<file path="src/rtl/dds_phase_acc_mc.sv">
// Multi-channel DDS phase accumulator with per-channel FTW, phase offset and
// phase-continuous (wrap-deferred) FTW updates through a valid/ready config port.
module dds_phase_acc_mc #(
    parameter int ACC_W = 16,
    parameter int OUT_W = 8,
    parameter int CH    = 4,
    parameter int CH_W  = (CH > 1) ? $clog2(CH) : 1
) (
    input  logic                clk,
    input  logic                reset,
    input  logic                enable,
    input  logic [CH-1:0]       sync,
    input  logic                cfg_valid,
    output logic                cfg_ready,
    input  logic [CH_W-1:0]     cfg_ch,
    input  logic                cfg_sel,
    input  logic                cfg_mode,
    input  logic [ACC_W-1:0]    cfg_data,
    output logic [CH*OUT_W-1:0] phase_out,
    output logic [CH-1:0]       wrap,
    output logic [CH-1:0]       pending
);

    // Phase word for the LUT: top OUT_W bits of (acc + offset) mod 2^ACC_W.
    function automatic logic [OUT_W-1:0] phase_trunc(input logic [ACC_W-1:0] acc,
                                                     input logic [ACC_W-1:0] off);
        logic [ACC_W-1:0] sum;
        sum = acc + off;
        return OUT_W'(sum >> (ACC_W - OUT_W));
    endfunction

    logic cfg_fire;

    // A channel with a deferred FTW outstanding refuses every write until it commits;
    // out-of-range channel indices always accept and are dropped.
    always_comb begin
        cfg_ready = 1'b1;
        for (int c = 0; c < CH; c++) begin
            if (cfg_ch == CH_W'(c) && pending[c]) begin
                cfg_ready = 1'b0;
            end
        end
    end

    assign cfg_fire = cfg_valid && cfg_ready;

    for (genvar i = 0; i < CH; i++) begin : g_ch
        logic [ACC_W-1:0] acc_p0;
        logic [ACC_W-1:0] ftw;
        logic [ACC_W-1:0] poff;
        logic [ACC_W-1:0] shadow;
        logic             pend_q;
        logic             wrap_p0;
        logic [OUT_W-1:0] phase_p1;
        logic [ACC_W:0]   sum;
        logic             hit;
        logic             carry;
        logic             commit;

        assign hit    = cfg_fire && (cfg_ch == CH_W'(i));
        assign sum    = {1'b0, acc_p0} + {1'b0, ftw};
        assign carry  = enable && sum[ACC_W];
        assign commit = pend_q && (sync[i] || carry);

        // Stage p0: accumulator and carry-out pulse; sync clears and masks the wrap.
        always_ff @(posedge clk or posedge reset) begin
            if (reset) begin
                acc_p0  <= '0;
                wrap_p0 <= 1'b0;
            end else begin
                if (sync[i]) begin
                    acc_p0 <= '0;
                end else if (enable) begin
                    acc_p0 <= sum[ACC_W-1:0];
                end
                wrap_p0 <= carry && !sync[i];
            end
        end

        // Stage p1: offset phase, one cycle behind the accumulator.
        always_ff @(posedge clk or posedge reset) begin
            if (reset) begin
                phase_p1 <= '0;
            end else begin
                phase_p1 <= phase_trunc(acc_p0, poff);
            end
        end

        // Tuning state. commit needs pend_q and hit needs !pend_q, so they never collide.
        always_ff @(posedge clk or posedge reset) begin
            if (reset) begin
                ftw    <= '0;
                poff   <= '0;
                shadow <= '0;
                pend_q <= 1'b0;
            end else begin
                if (commit) begin
                    ftw    <= shadow;
                    pend_q <= 1'b0;
                end
                if (hit) begin
                    if (cfg_sel) begin
                        poff <= cfg_data;
                    end else if (cfg_mode) begin
                        shadow <= cfg_data;
                        pend_q <= 1'b1;
                    end else begin
                        ftw <= cfg_data;
                    end
                end
            end
        end

        assign phase_out[i*OUT_W +: OUT_W] = phase_p1;
        assign wrap[i]                     = wrap_p0;
        assign pending[i]                  = pend_q;
    end

endmodule

</file>
<file path="config.mk">
export PLATFORM = sky130hd
export DESIGN_NAME = dds_phase_acc_mc
export DESIGN_NICKNAME = d
export VERILOG_FILES = /design/src/rtl/dds_phase_acc_mc.sv
export SDC_FILE = /design/constraint.sdc
export NUM_CORES = 1
export LEC_CHECK = 0
export BUFFER_PORTS_ARGS = -buffer_cell sky130_fd_sc_hd__buf_2
export CAP_MARGIN = 20
export CORE_MARGIN = 2
export CORE_UTILIZATION = 35
export DETAILED_ROUTE_END_ITERATION = 6
export GPL_TIMING_DRIVEN = 0
export RECOVER_POWER = 50
export SKIP_CTS_REPAIR_TIMING = 1
export SLEW_MARGIN = 15
export SYNTH_ARGS = -nofsm -noshare
export SYNTH_HDL_FRONTEND = slang
export SYNTH_SLANG_ARGS = --single-unit
</file>
<file path="constraint.sdc">
create_clock -name clk -period 21.1 [get_ports clk]
set_clock_uncertainty 0.2 [all_clocks]
set_input_delay 0 -clock clk [delete_from_list [all_inputs] [get_ports clk]]
set_output_delay 0 -clock clk [all_outputs]
set_load 0.01 [all_outputs]
</file>
After elaboration in Yosys (flattened, before gate mapping) --
Index checks and enable logic that the tools add are counted.
Word-level totals: bits in registers 296, word-level logic and storage cells 126, output and inout port bits 41, input port bits 28, memories kept 0, RAM bits 0, bits in read-only memories 0, latch bits 0
Cells by class: add/sub/neg operators 8, multiplexer cells 44, shifts and indexed selects 0, magnitude comparators 0, reductions and logical operators 42, $mul 0, bitwise logic cells 1, divide/modulo/power cells 0, equal/unequal tests 3
Operators by type and width (count):
- two-way mux 16 bit | 24
- adder 16 x 16 -> 17 bit | 4
- adder 16 bit | 4
- logical AND 1 bit | 21
- two-way mux 1 bit | 20
- AND reduction 3 bit | 4
- AND reduction 2 bit | 4
- nonzero test 2 bit | 4
- equality test 2 bit, second input constant | 2
- logical NOT 1 bit | 4
- logical OR 1 bit | 4
- equality test 2 x 1 -> 1 bit, second input constant | 1
- logical NOT 2 bit | 1
- inverter 1 bit | 1

Depth between registers and ports, before layout --
Gate-level depths: netlist (run 1).
depth in word-level cells 9, gate-level depth with buffers 12, gate-level depth less buffers 11

Worst setup path after synthesis (run 1) --
OpenSTA, ideal clock, no wires.
kind register to register, from reg g_ch[3].acc_p0[0], to reg g_ch[3].ftw[10], stages on the path, launching flop included 13, data required time 20.835 ns, data arrival time 2.600 ns, period minus slack after synthesis 2.865 ns, setup time 0.065 ns, path buffers 1, setup slack 18.235 ns, cell sequence dfrtp_1 -> ha_1 -> inv_1 -> fa_1 -> nor2b_1 -> o21ai_1 -> a21oi_1 -> o311a_1 -> a21oi_1 -> o211a_1 -> a311oi_4 -> buf_4 -> o221a_2
Between the ends: longest elaborated chain between the ends 8
Ends and longest elaborated chain:
- start, declared | RTL line 48 | logic [ACC_W-1:0] acc_p0;
- start signal, assigned | RTL line 74 | acc_p0 <= sum[ACC_W-1:0];
- adder 16 x 16 -> 17 bit * | RTL line 61 | assign sum = {1'b0, acc_p0} + {1'b0, ftw};
- logical AND 1 bit * | RTL line 62 | assign carry = enable && sum[ACC_W];
- logical OR 1 bit * | RTL line 63 | assign commit = pend_q && (sync[i] || carry);
- logical AND 1 bit * | RTL line 63
- two-way mux 16 bit * | RTL line 97 | if (commit) begin
- two-way mux 16 bit | RTL line 104 | end else if (cfg_mode) begin
- two-way mux 16 bit | RTL line 102 | if (cfg_sel) begin
- two-way mux 16 bit * | RTL line 101 | if (hit) begin
- end signal, assigned | RTL line 98 | ftw <= shadow;
- end signal, assigned | RTL line 108 | ftw <= cfg_data;
- end, declared | RTL line 49 | logic [ACC_W-1:0] ftw;
Mark *: on every way between the ends. The rest lies on a longest branch, timed or not. A chain may end at the register's enable or synchronous reset.

==> results of run 1 <==
-- final cells by class --
type | count | share of cell area
plain buffers | 66 | 0.0157
clock buffers | 52 | 0.0573
clock inverters | 8 | 0.00784
inverters | 44 | 0.00906
multi-input cells | 1017 | 0.437
flip-flops and latches | 296 | 0.403
well taps | 600 | 0.0409
repair buffers | 90 | 0.0291
-- routing by layer --
metal | global-route usage | vias up | routed length (um)
met5 | 0 | - | 0
met1 | 0.238 | 5874 | 19000
met3 | 0.0285 | 74 | 1900
met4 | 0.0669 | 0 | 1420
li1 | - | 5499 | -
met2 | 0.306 | 297 | 20700
-- state kept, by name (all words and copies together), names as in the netlist --
name and count:
g_ch.acc_p0 64, g_ch.ftw 64, g_ch.pend_q 4, g_ch.phase_p1 32, g_ch.poff 64, g_ch.shadow 64, g_ch.wrap_p0 4
-- per-stage QoR --
| step | power, mW | hold WS (ns) | instances | worst slack (ns) | cell area (um2) |
|---|---|---|---|---|---|
| floorplan | 1.75 | -0.133 | 1423 | 12.72 | 15900 |
| global placement | 1.98 | 0.0774 | 2088 | 9.15 | 17000 |
| detailed placement | 2.01 | -0.186 | 2091 | 17.66 | 17000 |
| CTS | 2.66 | -0.747 | 2151 | 17.62 | 18200 |
| global route | 2.84 | 0.0412 | 2173 | 10.32 | 18400 |
| finish | 2.64 | -0.000684 | 2173 | 12.21 | 18400 |
-- worst min-delay path, stage by stage --
cell	delay (ns)
buf_2	0.12
nor3_1	0.08
nand2_1	0.27
mux2_2	0.21
-- Yosys cell counts (4+ instances only) --
library cell  instances
o21ai_0              47
nand4_1               5
o221a_2              33
a211oi_1             16
clkbuf_1             51
and2_1                5
o211ai_1              7
nand2_1              55
nor2b_1              21
o21a_1               35
and3_1                6
ha_1                120
nor2_1              132
o22ai_1              23
mux2_2              129
nand2b_1             12
or2_2                 6
a31oi_1               6
a21o_1               29
buf_4                 9
xnor2_1              39
or3_1                 6
o31ai_1               6
a21oi_1              73
dfrtp_1             296
o31a_1                6
inv_1                43
buf_2                 5
o22a_1               47
fa_1                  4
mux2i_1              26
nand3_1              15
o21bai_1              8
nor3_1               22
xor2_1               26
-- worst paths after layout --
path                                  from                   to  slack [ns]
setup / recovery                     reset    g_ch[1].acc_p0[3]       12.21
hold / removal                   cfg_ch[1]     g_ch[1].poff[13]     -0.0007
setup reg to reg            g_ch[2].ftw[0]      g_ch[2].ftw[14]       17.58
hold reg to reg            g_ch[3].poff[0]      g_ch[3].poff[0]        0.31
max in group clk            g_ch[2].ftw[0]      g_ch[2].ftw[14]       17.58
min in group asynchronous            reset  g_ch[0].phase_p1[1]        0.84
-- logic make-up after synthesis --
kind of cell,after synthesis
AOI/OAI and AO/OA,375
xor gates and xnor gates,65
adders and majority gates,124
buffers and inverters,110
DFF,296
muxes,156
and+or+nand+nor,297
-- report_power, final --
part | total [mW] | internal, mW | switching [mW]
combinational | 1.09 | 0.520 | 0.573
sequential | 0.920 | 0.770 | 0.150
clock | 0.626 | 0.392 | 0.234
==> out/qor.yml, run 1 <==
port_buffers: 65
min-delay-path-class: "in -> reg"
rsz0062_at_grt: "false"
grt_pass1_wl_mm: 66.5
multi_input_area_mm2: 0.00802
tns_ns: 0
syn_inst: 1423
tightest_slew_ns: 5.38
syn_to_final_growth_pct: 15.6
fin_util: 0.407
timing.hold.ws_ns: -0.000684
required_ns: 20.80
fin_crit_sh: 0.422
clock.fmax_ghz: 0.112
reg2regPathDepth: 12
mostFrequentLayoutCells: "dfrtp_1, nor2_1, mux2_2, ha_1, clkbuf_1"
clock_latency_ns: 0.52
synth_compound_area_frac: 0.175
dieArea_mm2: 0.0471
dieWidth_um: 217
endpoint_kind: "asynchronous set/reset pin"
critical_path.cell_chain: "dlygate4sd3_1 > buf_2 > dlygate4sd3_1 > clkinvlp_2 > clkbuf_1 > clkbuf_1"
drt_iter0_drc: 632
place.gp.congestion: 0.872
coreArea_mm2: 0.0451
crit_type: "in -> async"
ioPinCount: 69
synthArstFlopShare: 1.00
synth_cell_types: 71
slew_viol_final: 202
ir_worst_vdd_v: 0.0000578
synth_ff_type: "dfrtp_1"
totalWireLength_mm: 43.1
synth-simple-area-share: 0.0857
synth_area_mm2: 0.0159
hpwl_mm: 30.7
power_leakage_nw: 8.24
synth_top_family_by_area: "compound AO/OA/AOI/OAI gates"
final_common_cell: "dfrtp_1"
die_h_um: 217
numCtsBuffers: 34
tritoncts: "built"
ctsLongestPathBuffers: 3
grt_max_degree: 101
synth_mux_area_frac: 0.109
dr.pass1.iters: 7
critPathMaxFanout: 97
relSlewSlack: -2.59
antenna_found_initial: 0
cts_htree_levels: 2
cp_top_family: "buffers and inverters"
yosysTopAreaCell: "dfrtp_1"
violations: "negative hold slack, max-capacitance violations, max-slew violations"
maxCapViolations: 3
cts_sinks: 296
vias: 11700
regArea_mm2: 0.00741
synth.top_cell.area_share: 0.466
slowest_stage: "clkbuf_1"
drive_gt1_frac: 0.175
syn_area_per_cell_um2: 11.2
drc: 0
grt-ovfl-total: 0
rows: 78
yosys-top-cells-area: "dfrtp_1, ha_1, mux2_2"
postRouteAntennaNets: 0
status: "finished, violations left"
synthXorXnorAreaFrac: 0.0358
num-nets-final: 1701
routedWlPerCell_um: 19.8
synthesis.nets: 1575
synthAdderAreaFrac: 0.0996
nFillCells: 4334
synth_seq_area_share: 0.466
cts_root_buf: "clkbuf_16"
synth_edf_count: 0
setup_violations: 0
clk_pin_slew_ns: 0.06
yosysWarningCount: 0
grt_pass1_vias: 11600
antenna_cells: 0
grt.total_usage: 0.182
path_buf_inv: 6
ys_ff_latch: 296
critPathArrivalTime_ns: 8.60
fin_crit_ns: 8.89
crit_path_start_kind: "primary input"
avgViaCountPerCell: 5.40
start_util: 0.352
cpPeakStageDelay_ns: 3.81
crit_cells: 6
whs_path_depth: 4
p_per_area_mw_per_mm2: 144
finalHoldViolations: 2
Power figures use the tool's default switching activity.
==> inputs of run 2 (changes only) <==
- clock period: 21.1 -> 7.97 ns (I/O delays scaled with it)
==> run 2 against run 1 <==
Against the previous run: the flow still finishes with violations (negative hold slack, max-capacitance violations, max-slew violations); critical path type unchanged; cell count is 0.41% higher; first-iteration DRC count increased by 16%; highest routed layer unchanged; core utilization rose by 0.24 points; register-to-register slack got worse by 13 ns; worst setup slack worse by 9.1 ns; combinational power grew to 2.6 times the previous value; via count fell by 1.1%.
==> out/qor.yml, run 2 (synthesis results as in run 1) <==
status: "finished, violations left"
violations: "negative hold slack, max-capacitance violations, max-slew violations"
power_leakage_nw: 8.29  # +0.68%
avgViaCountPerCell: 5.32  # -1.5%
grt_pass1_vias: 11800  # +1.8%
tns_ns: 0  # unchanged
crit_type: "in -> async"
dieWidth_um: 217  # unchanged
tightest_slew_ns: 1.77  # -3.60 ns
p_per_area_mw_per_mm2: 382  # +170%
timing.hold.ws_ns: -0.0210  # -0.0204 ns
cts_sinks: 296  # unchanged
drive_gt1_frac: 0.182  # +0.00607
crit_top_cell: "clkbuf_1"
num-nets-final: 1707  # +0.35%
critical_path.cell_chain: "dlygate4sd3_1 > clkbuf_1 > clkinvlp_2 > clkbuf_1 > clkbuf_1 > clkbuf_1 > buf_12"
ioPinCount: 69  # unchanged
totalWireLength_mm: 43.1  # about the same
swShare: 0.362  # about the same
die_h_um: 217  # unchanged
drc: 0  # unchanged
grt_pass1_wl_mm: 67.5  # +1.5%
finalHoldViolations: 13  # +11
drt_iter0_drc: 730  # +16%
fin_crit_ns: 4.85
crit_path_start_kind: "primary input"
final_common_cell: "dfrtp_1"
clock.fmax_ghz: 0.206
setup_violations: 0  # unchanged
critPathMaxFanout: 33  # -66%
rows: 78  # unchanged
dr.pass1.iters: 5  # -2
endpoint_kind: "asynchronous set/reset pin"
clk_pin_slew_ns: 0.06  # about the same
ctsLongestPathBuffers: 3  # unchanged
slew_viol_final: 165  # -18%
clock_latency_ns: 0.54  # +0.02 ns
maxCapViolations: 5  # +2
port_buffers: 65  # unchanged
power_frac_clock: 0.247  # +0.010
cts_root_buf: "clkbuf_16"
slowest_stage: "clkbuf_1"
power_frac_seq: 0.344  # -0.005
critPathArrivalTime_ns: 5.39  # -3.21 ns
fin_total_pwr_mw: 7.06  # +170%
rsz0062_at_grt: "false"
grt.total_usage: 0.186  # +0.00328
postRouteAntennaNets: 0  # unchanged
p_switching_mw: 2.55  # +170%
relSlewSlack: -0.182  # +2.40
routedWlPerCell_um: 19.7  # -0.38%
coreArea_mm2: 0.0451  # unchanged
cts_htree_levels: 2  # unchanged
fin_crit_sh: 0.609
ir_worst_vdd_v: 0.000149  # +160%
p_int_mw: 4.50  # +170%
grt_max_degree: 35  # -65%
required_ns: 8.51  # -12.29 ns
min-delay-path-class: "in -> reg"
syn_to_final_growth_pct: 16.3
tritoncts: "built"
hpwl_mm: 31.1  # +1.5%
cpPeakStageDelay_ns: 1.35  # -2.46 ns
mostFrequentLayoutCells: "dfrtp_1, nor2_1, mux2_2, ha_1, clkbuf_1"
vias: 11600  # -1.1%
dieArea_mm2: 0.0471  # unchanged
start_util: 0.352  # unchanged
grt-ovfl-total: 0  # unchanged
place.gp.congestion: 0.852  # -2.3%
numCtsBuffers: 35  # +2.9%
combPwrFrac: 0.408  # -0.006
antenna_found_initial: 1  # +1
-- run 2: cell count changes in the layout (fill, tap and decap cells not counted), moves of 2 or more --
cell | previous run | this run
and2_0 | 2 | 0
and2_1 | 3 | 5
clkbuf_1 | 98 | 96
clkinv_2 | 3 | 9
buf_12 | 0 | 3
bufinv_16 | 4 | 6
-- run 2: area by class of cell --
cell class	count	area [um2]
well taps	600	751
diodes	1	2.50
plain buffers	66	288
multi-input cells	1017	8020
repair buffers	95	572
inverters	44	166
fillers	4387	26600
clock inverters	18	258
flip-flops and latches	296	7410
clock buffers	45	1000
-- run 2: metal layers --
metal | vias to the layer above | track usage | routed length [um]
met2 | 255 | 0.303 | 20100
met5 | - | 0 | 0
met4 | 0 | 0.0785 | 1830
li1 | 5523 | - | -
met1 | 5751 | 0.244 | 19300
met3 | 84 | 0.0303 | 1810
-- run 2: power groups by stage --
stage,registers (mW),clock network (mW),logic (mW)
after CTS,2.43,1.78,2.91
after global routing,2.50,1.84,3.27
final,2.43,1.75,2.88
after floorplan,2.35,0,2.28
after detailed placement,2.45,0,2.88
after global placement,2.45,0,2.81
-- run 2: path summary, 6_finish.rpt --
| path | start | endpoint | slack, ns | cells past startpoint |
|---|---|---|---|---|
| max in group clk | g_ch[2].ftw[0] | g_ch[2].ftw[6] | 4.47 | 12 |
| worst min register to register | g_ch[1].ftw[8] | g_ch[1].ftw[8] | 0.30 | 1 |
| worst max-delay path | reset | g_ch[1].acc_p0[11] | 3.12 | 7 |
| worst max register to register | g_ch[2].ftw[0] | g_ch[2].ftw[6] | 4.47 | 12 |
| worst min-delay path | cfg_ch[1] | g_ch[1].poff[15] | -0.02 | 4 |
| min in group asynchronous | reset | g_ch[0].phase_p1[0] | 0.11 | 3 |
-- run 2: stage by stage --
step                      setup slack, ns  cell area [um2]  utilization  instances  hold WS (ns)
final                                3.12            18500        0.410       2182       -0.0210
after global routing                 2.16            18500        0.410       2181        0.0327
after CTS                            4.54            18400        0.408       2160        -0.594
after detailed placement             4.56            17100        0.380       2097       -0.0196
after global placement               1.91            17000        0.376       2088        0.0822
after floorplan                      3.84            15900            -       1423        -0.133
-- run 2: worst max-delay path, delay by kind of cell --
family / cells / cell delay [ns]
buffers and inverters: 7 / 5.33
==> inputs of run 3 (changes only) <==
- clock period: 7.97 -> 4.4 ns (I/O delays scaled with it)
==> run 3 against run 2 <==
Against the previous run: the flow still finishes with violations (negative hold slack, max-capacitance violations, max-slew violations); sequential cell count unchanged; register-to-register slack worse by 3.6 ns; die area did not move; via count about the same; core utilization is 0.10 points higher; cell count is essentially flat; clock power rose by 81%; sequential share of layout area is 0.097 points lower; design area grew 0.24%; global-route usage unchanged; routed wire length about the same; critical path type is now reg -> reg; largest power group unchanged.
==> out/qor.yml, run 3 (synthesis results as in run 1) <==
dr_wl_met2_mm: 20.1  # about the same
final_area_mm2: 0.0185  # +0.24%
clock.fmax_ghz: 0.286
swShare: 0.362  # about the same
clock_latency_ns: 0.54  # about the same
finalHoldViolations: 13  # unchanged
grt_max_degree: 35  # unchanged
grt_pass1_wl_mm: 67.5  # unchanged
ir_worst_vdd_v: 0.000270  # +81%
grt.total_usage: 0.186  # unchanged
fin_crit_sh: 0.795
dp.cells: 2097  # unchanged
rows: 78  # unchanged
wl_met1_mm: 19.3  # about the same
start_util: 0.352  # unchanged
fin_util: 0.411  # +0.000999
placement.cell_area_mm2: 0.0171  # unchanged
ctsLongestPathBuffers: 3  # unchanged
power_frac_clock: 0.247  # about the same
p_per_area_mw_per_mm2: 691  # +81%
timing.hold.ws_ns: -0.0207  # +0.000345 ns
grt_pass1_vias: 11800  # unchanged
coreArea_mm2: 0.0451  # unchanged
fin_crit_ns: 3.50
dr_wl_met3_mm: 1.84  # +1.3%
drive_gt1_frac: 0.184  # +0.00253
dieArea_mm2: 0.0471  # unchanged
relSlewSlack: -0.190  # -0.00784
vias: 11600  # -0.069%
routedWlPerCell_um: 19.8  # about the same
syn_to_final_growth_pct: 16.6
crit_top_cell: "o221a_2"
ioPinCount: 69  # unchanged
nFillCells: 4381  # -0.14%
cp_top_family: "compound AO/OA/AOI/OAI gates"
drc: 0  # unchanged
num-nets-final: 1707  # unchanged
violations: "negative hold slack, max-capacitance violations, max-slew violations"
slowest_stage: "dfrtp_1"
cts_htree_levels: 2  # unchanged
cts_sinks: 296  # unchanged
dieWidth_um: 217  # unchanged
port_buffers: 65  # unchanged
avgViaCountPerCell: 5.32  # -0.11%
mostFrequentLayoutCells: "dfrtp_1, nor2_1, mux2_2, ha_1, clkbuf_1"
crit_path_start_kind: "flop"
clk_pin_slew_ns: 0.06  # about the same
antenna_found_initial: 1  # unchanged
tightest_slew_ns: 1.78  # +0.0118 ns
die_h_um: 217  # unchanged
crit_type: "reg -> reg"
endpoint_kind: "flop"
critical_path.cell_chain: "ha_1 > inv_1 > fa_1 > nor2b_1 > o21ai_1 > a21boi_1 > o221a_2 > a21oi_4 > o22ai_1 > nand2_1 > clkbuf_1 > o221a_2"
min-delay-path-class: "in -> reg"
required_ns: 4.62  # -3.89 ns
path_buf_inv: 2  # -5
hpwl_mm: 31.1  # unchanged
setup_violations: 0  # unchanged
tritoncts: "built"
top_layer_used: "met4"
critPathMaxFanout: 10  # -70%
power_frac_seq: 0.344  # about the same
grt-ovfl-total: 0  # unchanged
slew_viol_final: 65  # -61%
totalWireLength_mm: 43.1  # about the same
critPathArrivalTime_ns: 3.72  # -1.67 ns
status: "finished, violations left"
cts_root_buf: "clkbuf_16"
final_cells: 2183  # +0.046%
rsz0062_at_grt: "false"
p_int_mw: 8.16  # +81%
combPwrFrac: 0.409  # about the same
drt_iter0_drc: 718  # -1.6%
place.gp.congestion: 0.852  # unchanged
cpPeakStageDelay_ns: 0.39  # -0.96 ns
final_common_cell: "dfrtp_1"
dr.pass1.iters: 5  # unchanged
power_leakage_nw: 8.32  # +0.31%
maxCapViolations: 2  # -3
numCtsBuffers: 35  # unchanged
p_switching_mw: 4.63  # +81%
postRouteAntennaNets: 0  # unchanged
==> run 3: cell type report <==
cell class | count | area (um2) | area share
clock buffers | 45 | 1000 | 0.0543
diodes | 2 | 5.00 | 0.000270
flip-flops and latches | 296 | 7410 | 0.400
inverters | 44 | 166 | 0.00899
plain buffers | 66 | 288 | 0.0155
clock inverters | 18 | 258 | 0.0139
multi-input cells | 1017 | 8020 | 0.433
well taps | 600 | 751 | 0.0405
repair buffers | 95 | 614 | 0.0332
==> run 3: worst register-to-register path, delay by kind of cell (launching register included) <==
| kind | cells | cell delay, ns |
|---|---|---|
| buffers and inverters | 2 | 0.41 |
| AND/OR/NAND/NOR | 2 | 0.45 |
| adder cells (fa/ha/maj) | 2 | 0.58 |
| flip-flops | 1 | 0.39 |
| AO/OA/AOI/OAI | 6 | 1.35 |
==> run 3: final timing paths <==
check | start | to | slack (ns) | cells past startpoint
min in group asynchronous | reset | g_ch[0].phase_p1[0] | 0.11 | 3
worst min register to register | g_ch[1].ftw[8] | g_ch[1].ftw[8] | 0.30 | 1
worst max-delay path | g_ch[2].ftw[0] | g_ch[2].ftw[6] | 0.90 | 12
worst min-delay path | cfg_ch[1] | g_ch[1].poff[15] | -0.02 | 4
max in group asynchronous | reset | g_ch[3].acc_p0[13] | 1.06 | 5
worst max register to register | g_ch[2].ftw[0] | g_ch[2].ftw[6] | 0.90 | 12
==> run 3: per-layer routing <==
metal,vias up,GRT usage
met5,-,0
met2,253,0.303
met4,0,0.0785
li1,5523,-
met1,5745,0.244
met3,84,0.0303
==> run 3: per-stage QoR <==
step | setup TNS, ns | setup WS (ns) | hold slack, ns | total power [mW]
2_1_floorplan | 0 | 0.269 | -0.133 | 8.37
3_3_place_gp | -478.87 | -1.66 | 0.0822 | 9.52
3_5_place_dp | 0 | 0.994 | -0.0196 | 9.67
4_1_cts | 0 | 0.973 | -0.594 | 12.9
5_1_grt | 0 | 0.349 | 0.0327 | 13.8
6_report | 0 | 0.900 | -0.0207 | 12.8
==> run 3: power groups by stage <==
| stage | clock network, mW | registers [mW] | logic (mW) |
|---|---|---|---|
| floorplan | 0 | 4.25 | 4.12 |
| global placement | 0 | 4.43 | 5.08 |
| detailed placement | 0 | 4.44 | 5.22 |
| CTS | 3.23 | 4.41 | 5.26 |
| global route | 3.34 | 4.52 | 5.92 |
| finish | 3.16 | 4.40 | 5.22 |
